[src/rtl/example_and_gate_pkg.sv]
// Shared defaults and helpers for the example_and_gate block and its saturating counter.
// Operand width defaults to a single-bit gate; the counter width covers long runs.
package example_and_gate_pkg;

    localparam int DEFAULT_WIDTH = 1;
    localparam int DEFAULT_CNT_W = 16;

    // Increment that refuses to wrap past the all-ones value.
    function automatic logic [63:0] sat_inc(input logic [63:0] value, input int width);
        logic [63:0] limit;
        limit = (width >= 64) ? {64{1'b1}} : ((64'd1 << width) - 64'd1);
        return (value >= limit) ? limit : value + 64'd1;
    endfunction

endpackage

[src/rtl/sat_counter.sv]
// Saturating up-counter: counts cycles with inc high and holds at all ones.
// The sat flag is a pure decode of the count, so it follows the register directly.
import example_and_gate_pkg::*;

module sat_counter #(
    parameter int CNT_W = DEFAULT_CNT_W
) (
    input  logic             clk,
    input  logic             rst,
    input  logic             inc,
    output logic [CNT_W-1:0] count,
    output logic             sat
);

    logic [63:0] next_wide;

    assign sat = (count == {CNT_W{1'b1}});

    always_comb begin
        next_wide = sat_inc(64'(count), CNT_W);
    end

    // Reset wins over an increment arriving at the same edge.
    always_ff @(posedge clk) begin
        if (rst) begin
            count <= '0;
        end else if (inc) begin
            count <= next_wide[CNT_W-1:0];
        end
    end

endmodule

[src/rtl/example_and_gate.sv]
// Bitwise AND gate with a registered copy, per-bit edge pulses and a saturating
// count of cycles in which bit 0 of the AND result was high.
import example_and_gate_pkg::*;

module example_and_gate #(
    parameter int WIDTH = DEFAULT_WIDTH,
    parameter int CNT_W = DEFAULT_CNT_W
) (
    input  logic             clk,
    input  logic             rst,
    input  logic [WIDTH-1:0] input_1,
    input  logic [WIDTH-1:0] input_2,
    output logic [WIDTH-1:0] output_1,
    output logic [WIDTH-1:0] output_q,
    output logic [WIDTH-1:0] rise_pulse,
    output logic [WIDTH-1:0] fall_pulse,
    output logic [CNT_W-1:0] true_count,
    output logic             count_sat
);

    assign output_1 = input_1 & input_2;

    // Edges are judged against the registered copy, so clearing output_q on reset
    // both drops any pending pulse and makes the first post-reset 1 look like a rise.
    always_ff @(posedge clk) begin
        if (rst) begin
            output_q   <= '0;
            rise_pulse <= '0;
            fall_pulse <= '0;
        end else begin
            output_q   <= output_1;
            rise_pulse <= output_1 & ~output_q;
            fall_pulse <= ~output_1 & output_q;
        end
    end

    sat_counter #(
        .CNT_W(CNT_W)
    ) u_true_counter (
        .clk  (clk),
        .rst  (rst),
        .inc  (output_1[0]),
        .count(true_count),
        .sat  (count_sat)
    );

endmodule

[config.mk]
export PLATFORM = sky130hd
export DESIGN_NAME = example_and_gate
export DESIGN_NICKNAME = d
export VERILOG_FILES = /design/src/rtl/example_and_gate_pkg.sv /design/src/rtl/sat_counter.sv /design/src/rtl/example_and_gate.sv
export SDC_FILE = /design/constraint.sdc
export NUM_CORES = 1
export LEC_CHECK = 0
export CORE_MARGIN = 2
export CORE_UTILIZATION = 40
export DETAILED_ROUTE_END_ITERATION = 12
export PLACE_DENSITY = 0.84
export SETUP_SLACK_MARGIN = 0.05
export SYNTH_ARGS = -nofsm -noshare
export SYNTH_HDL_FRONTEND = slang
export SYNTH_SLANG_ARGS = --single-unit
[constraint.sdc]
create_clock -name clk -period 1.65 [get_ports clk]
set_input_delay 0.495 -clock clk [delete_from_list [all_inputs] [get_ports clk]]
set_output_delay 0.495 -clock clk [all_outputs]
set_load 0.005 [all_outputs]
* Word level (Yosys, flattened, before mapping)
Index checks and enable logic that the tools add are counted.
** Operators by class
- Add/subtract/negate cells :: 1
- $lt $le $gt $ge :: 1
- Eq/ne operators :: 1
- Muxes and demuxes :: 1
- Bitwise gates (word level) :: 5
** Operators by type and width (number)
- 16-bit by 1-bit adder with 16-bit output, second input constant :: 1
- 16-bit equality test, second input constant :: 1
- 16-bit greater-or-equal comparator, second input constant :: 1
- 16-bit two-way mux :: 1
- 1-bit AND :: 3
- 1-bit NOT :: 2
** Storage, ports and cells
- Flip-flop bits (word level) :: 19
- Output and inout bits :: 21

* Longest topological paths before layout
- Depth in word-level cells :: 3
- Mapped depth :: 5
- Mapped depth without buffers :: 5

* Cells and area by module
Synthesis repeated with hierarchy kept, for this count alone.
** Second synthesis, totals
- Cell total of the unflattened synthesis :: 113
- Area, all modules :: 985.9 um^2
** By module, submodules not included
- sat_counter :: instances 1, cells an instance 105, area each 894.6 um^2
- example_and_gate :: instances 1, cells an instance 8, area each 91.3 um^2

* Least setup slack after synthesis
No wires, ideal clock.
- Path type :: reg2out
- Start point :: register u_true_counter.count[7]
- End point :: output port count_sat
- Arrival time :: 1.255 ns
- Data required time :: 1.155 ns
- Path slack :: -0.100 ns
- Cell stages (with the launch flop) :: 4
- Buffers on the path :: 0
- Path through :: dfxtp_1 -> nand4_2 -> or4_4 -> nor2_1
** On the way
- Cells in the longest elaborated chain, start to end :: 1
** Ends and longest elaborated chain
- start: declaration :: line sat_counter.sv:11 : output logic [CNT_W-1:0] count,
- start signal: assignment :: line sat_counter.sv:28 : count <= next_wide[CNT_W-1:0];
- 16-bit equality test :: line sat_counter.sv:17 : assign sat = (count == {CNT_W{1'b1}});
- end: declaration :: line example_and_gate.sv:18 : output logic count_sat
No other way between the ends.

* Worst setup path after layout
- Start point :: register u_true_counter.count[5]
- End point :: output port count_sat
Same word-level chain as after synthesis.

==> metrics.txt <==
status=finished, violations left; failing checks=setup timing; antenna violations before repair=0; NumNets Final=roughly 160; Post-Syn Area=847.1 µm²; Yosys cell types=30; port buffer count=24; WP depth=4; area delta synth->final=74.89%; Placed Cells incl. Taps=174; Syn. warnings=0; Largest delay share family, worst path=simple AND/OR/NAND/NOR gates; slowest library cell on the worst path=or4_4; largest net degree at the start of global routing=12; worst-path cell chain=nand3_4 > or4_4 > nor2_2 > buf_2; CP Class=reg2out; layout cells sized above 1=between 40% and 50%; Syn Inst Count=94; CTS tree=done; die area=0.002502 mm²; Critical Path AT=around 1.5 ns; vias in the first global route=963; max_slew headroom=between 70% and 80%; Max Root-Sink Buffers=2; Startpoint Class=flop; Layout Cells excl Fill=183; drc violations=0; total CTS buffers=3; via count=977; DPL Wire Length=about 1900 µm; Hold Fails Final Rpt=0; # diodes=0; Pwr per Cell Area=a little over 500 mW/mm²; critical path startpoint=u_true_counter.count[5]; Post-synth top cells=dfxtp_1 (19), o21ai_0 (10), nor2_1 (8); Highest Clock Rate=501.4 MHz; Clock Latency Late Sink=0.30 ns; first-pass GRT wire length=4229 µm; Top Ports=25; crit path capture=count_sat; vias per cell=approximately 5.3; Worst VDD drop=approximately 530 µV; maximum fanout along the worst path=2; number of synthesized register bits=19; Syn Nets=99; Final Cycle Share=120.9%; Hold Crit Depth=1; count leader, synth=dfxtp_1; area fraction of the dominant cell type after synthesis=approximately 45%; syn_area_per_cell=around 9 µm²; top_reg_cell synth=dfxtp_1; final worst slack=-0.3444 ns; DIE HEIGHT=approximately 50 µm; GRT Resource Usage Total=22.15%; clk slew on worst S/H paths=roughly 0.1 ns; DR pass1 iterations=4; endpoints failing setup=2; CTS sink count=19; Tightest Pin Transition=0.4052 ns; setup slack, reg-to-reg=-0.25 ns; # Max-Cap Violations=0; max incr delay on CP=approximately 0.56 ns; dominant cell type by area after synthesis=dfxtp_1; Final ANT Viol Nets=0; Buf/Inv on CP=1; Initial Util=42.74%; H-Tree Depth=1; worst r2r path cells=7; Routed WL=2527 µm; Max Transition Viols Final=0; clock root cell=clkbuf_4; r2r endpoint=u_true_counter.count[13]; leakage=0.6696 nW; die width=roughly 50 µm; Iter 0 DRT Violations=22; global route overflow=0; Tightest Hold Check Type=reg2reg; worst path required time=between 1 and 1.5 ns; Final Wtd Congestion=~0.85; Filler cells=around 160; CP endpoint kind=output port; crit path time final=1.994 ns; Clock Skews=0.002553 ns; RSZ-0062 raised after global routing=yes; register area share after synthesis=44.90%; Total Power=0.7560 mW; DP Worst Slack=-0.4614 ns; async set-reset flop share out of synthesis=0%; RR Startpoint=u_true_counter.count[5]; TNS Setup=-0.5980 ns; cts hold-fix bufs=0; Synth area leaders=dfxtp_1 (45%), xnor2_1 (6.2%), o21ai_0 (5.9%); row cnt=16; Post-synth EDFFs=0; WL per Instance=13.81 µm; Core ar.=about 0.0020 mm²
registers in the layout (all words and copies together), names as in the netlist:
name / cells
fall_pulse: 1
output_q: 1
rise_pulse: 1
u_true_counter.count: 16
power breakdown:
group / switching, mW / total, mW / internal (mW)
Sequential: 0.00299 / 0.458 / 0.455
Clock: 0.143 / 0.237 / 0.0943
Combinational: 0.0284 / 0.0613 / 0.0328
cells by family (layout without fill, tap and decap cells):
kind of cell | Yosys count | after routing | share of synthesized area (%)
buffers and inverters | 5 | 67 | 3.101
XOR/XNOR | 8 | 8 | 8.272
multiplexers | 1 | 1 | 1.182
AO/OA/AOI/OAI | 22 | 22 | 15.95
flip-flops | 19 | 19 | 44.90
adder cells (fa/ha/maj) | 1 | 1 | 1.477
AND/OR/NAND/NOR | 38 | 38 | 25.11
what timing repair did:
action                                  CTS  global route
buffers inserted                          4             2
resized for setup                        42            12
endpoints found under the setup margin   30            20
pin swaps                                 5             8
worst register-to-register path, delay by kind of cell, from the launching register on:
family	cells	cell delay, ns
flops	1	0.37
compound gates	1	0.08
simple gates	3	1.04
buf+inv	3	0.36
cell usage in the layout, fill, tap and decap left out, drive strengths merged:
master          n
or4             2
and3            2
nand4           4
xor2            2
a41oi           1
mux2i           1
inv             2
and2            1
nand3b          1
ha              1
nand2           6
dfxtp          19
a311oi          1
o21ai          10
nor3            5
buf            37
clkbuf          6
xnor2           6
nor2            8
a211oi          3
nor3b           1
clkinv          1
o21bai          1
dlygate4sd2    20
clkdlybuf4s50   1
nand3           3
a31oi           6
nor4            4
nor2b           1
per-stage QoR:
step | utilization (%) | area (µm²) | hold WS (ns)
finish | 74.75 | 1481 | 0.4248
floorplan | - | 893.4 | 0.4425
CTS | 72.73 | 1441 | 0.4265
global placement | 69.89 | 1385 | 0.4212
global route | 74.75 | 1481 | 0.4639
detailed placement | 69.89 | 1385 | 0.4324
final cells by class:
cell class / instances / area [µm²] / share of cell area (%)
Clock buffer: 4 / 26.28 / 1.774
Inverter: 3 / 12.51 / 0.8446
Multi-Input combinational cell: 70 / 499.2 / 33.70
Sequential cell: 19 / 416.7 / 28.13
Tap cell: 27 / 33.78 / 2.280
Timing Repair Buffer: 60 / 493.0 / 33.28
per-layer routing:
layer | track usage [%] | part of all wire (%) | up-vias
li1 | - | - | 475
met1 | 25.93 | 41 | 471
met4 | 9.259 | 3.0 | 0
met2 | 39.04 | 53 | 22
met5 | 0 | 0 | -
met3 | 3.939 | 2.9 | 9
how the worst min path moves through the flow:
stage | slack, ns | endpoint | startpoint
after floorplan | 0.44 | rise_pulse | output_q
after global placement | 0.42 | rise_pulse | output_q
after detailed placement | 0.43 | rise_pulse | output_q
after CTS | 0.43 | rise_pulse | output_q
after global routing | 0.46 | rise_pulse | output_q
final | 0.42 | rise_pulse | output_q
No activity file was read; power rests on OpenSTA's default activity.
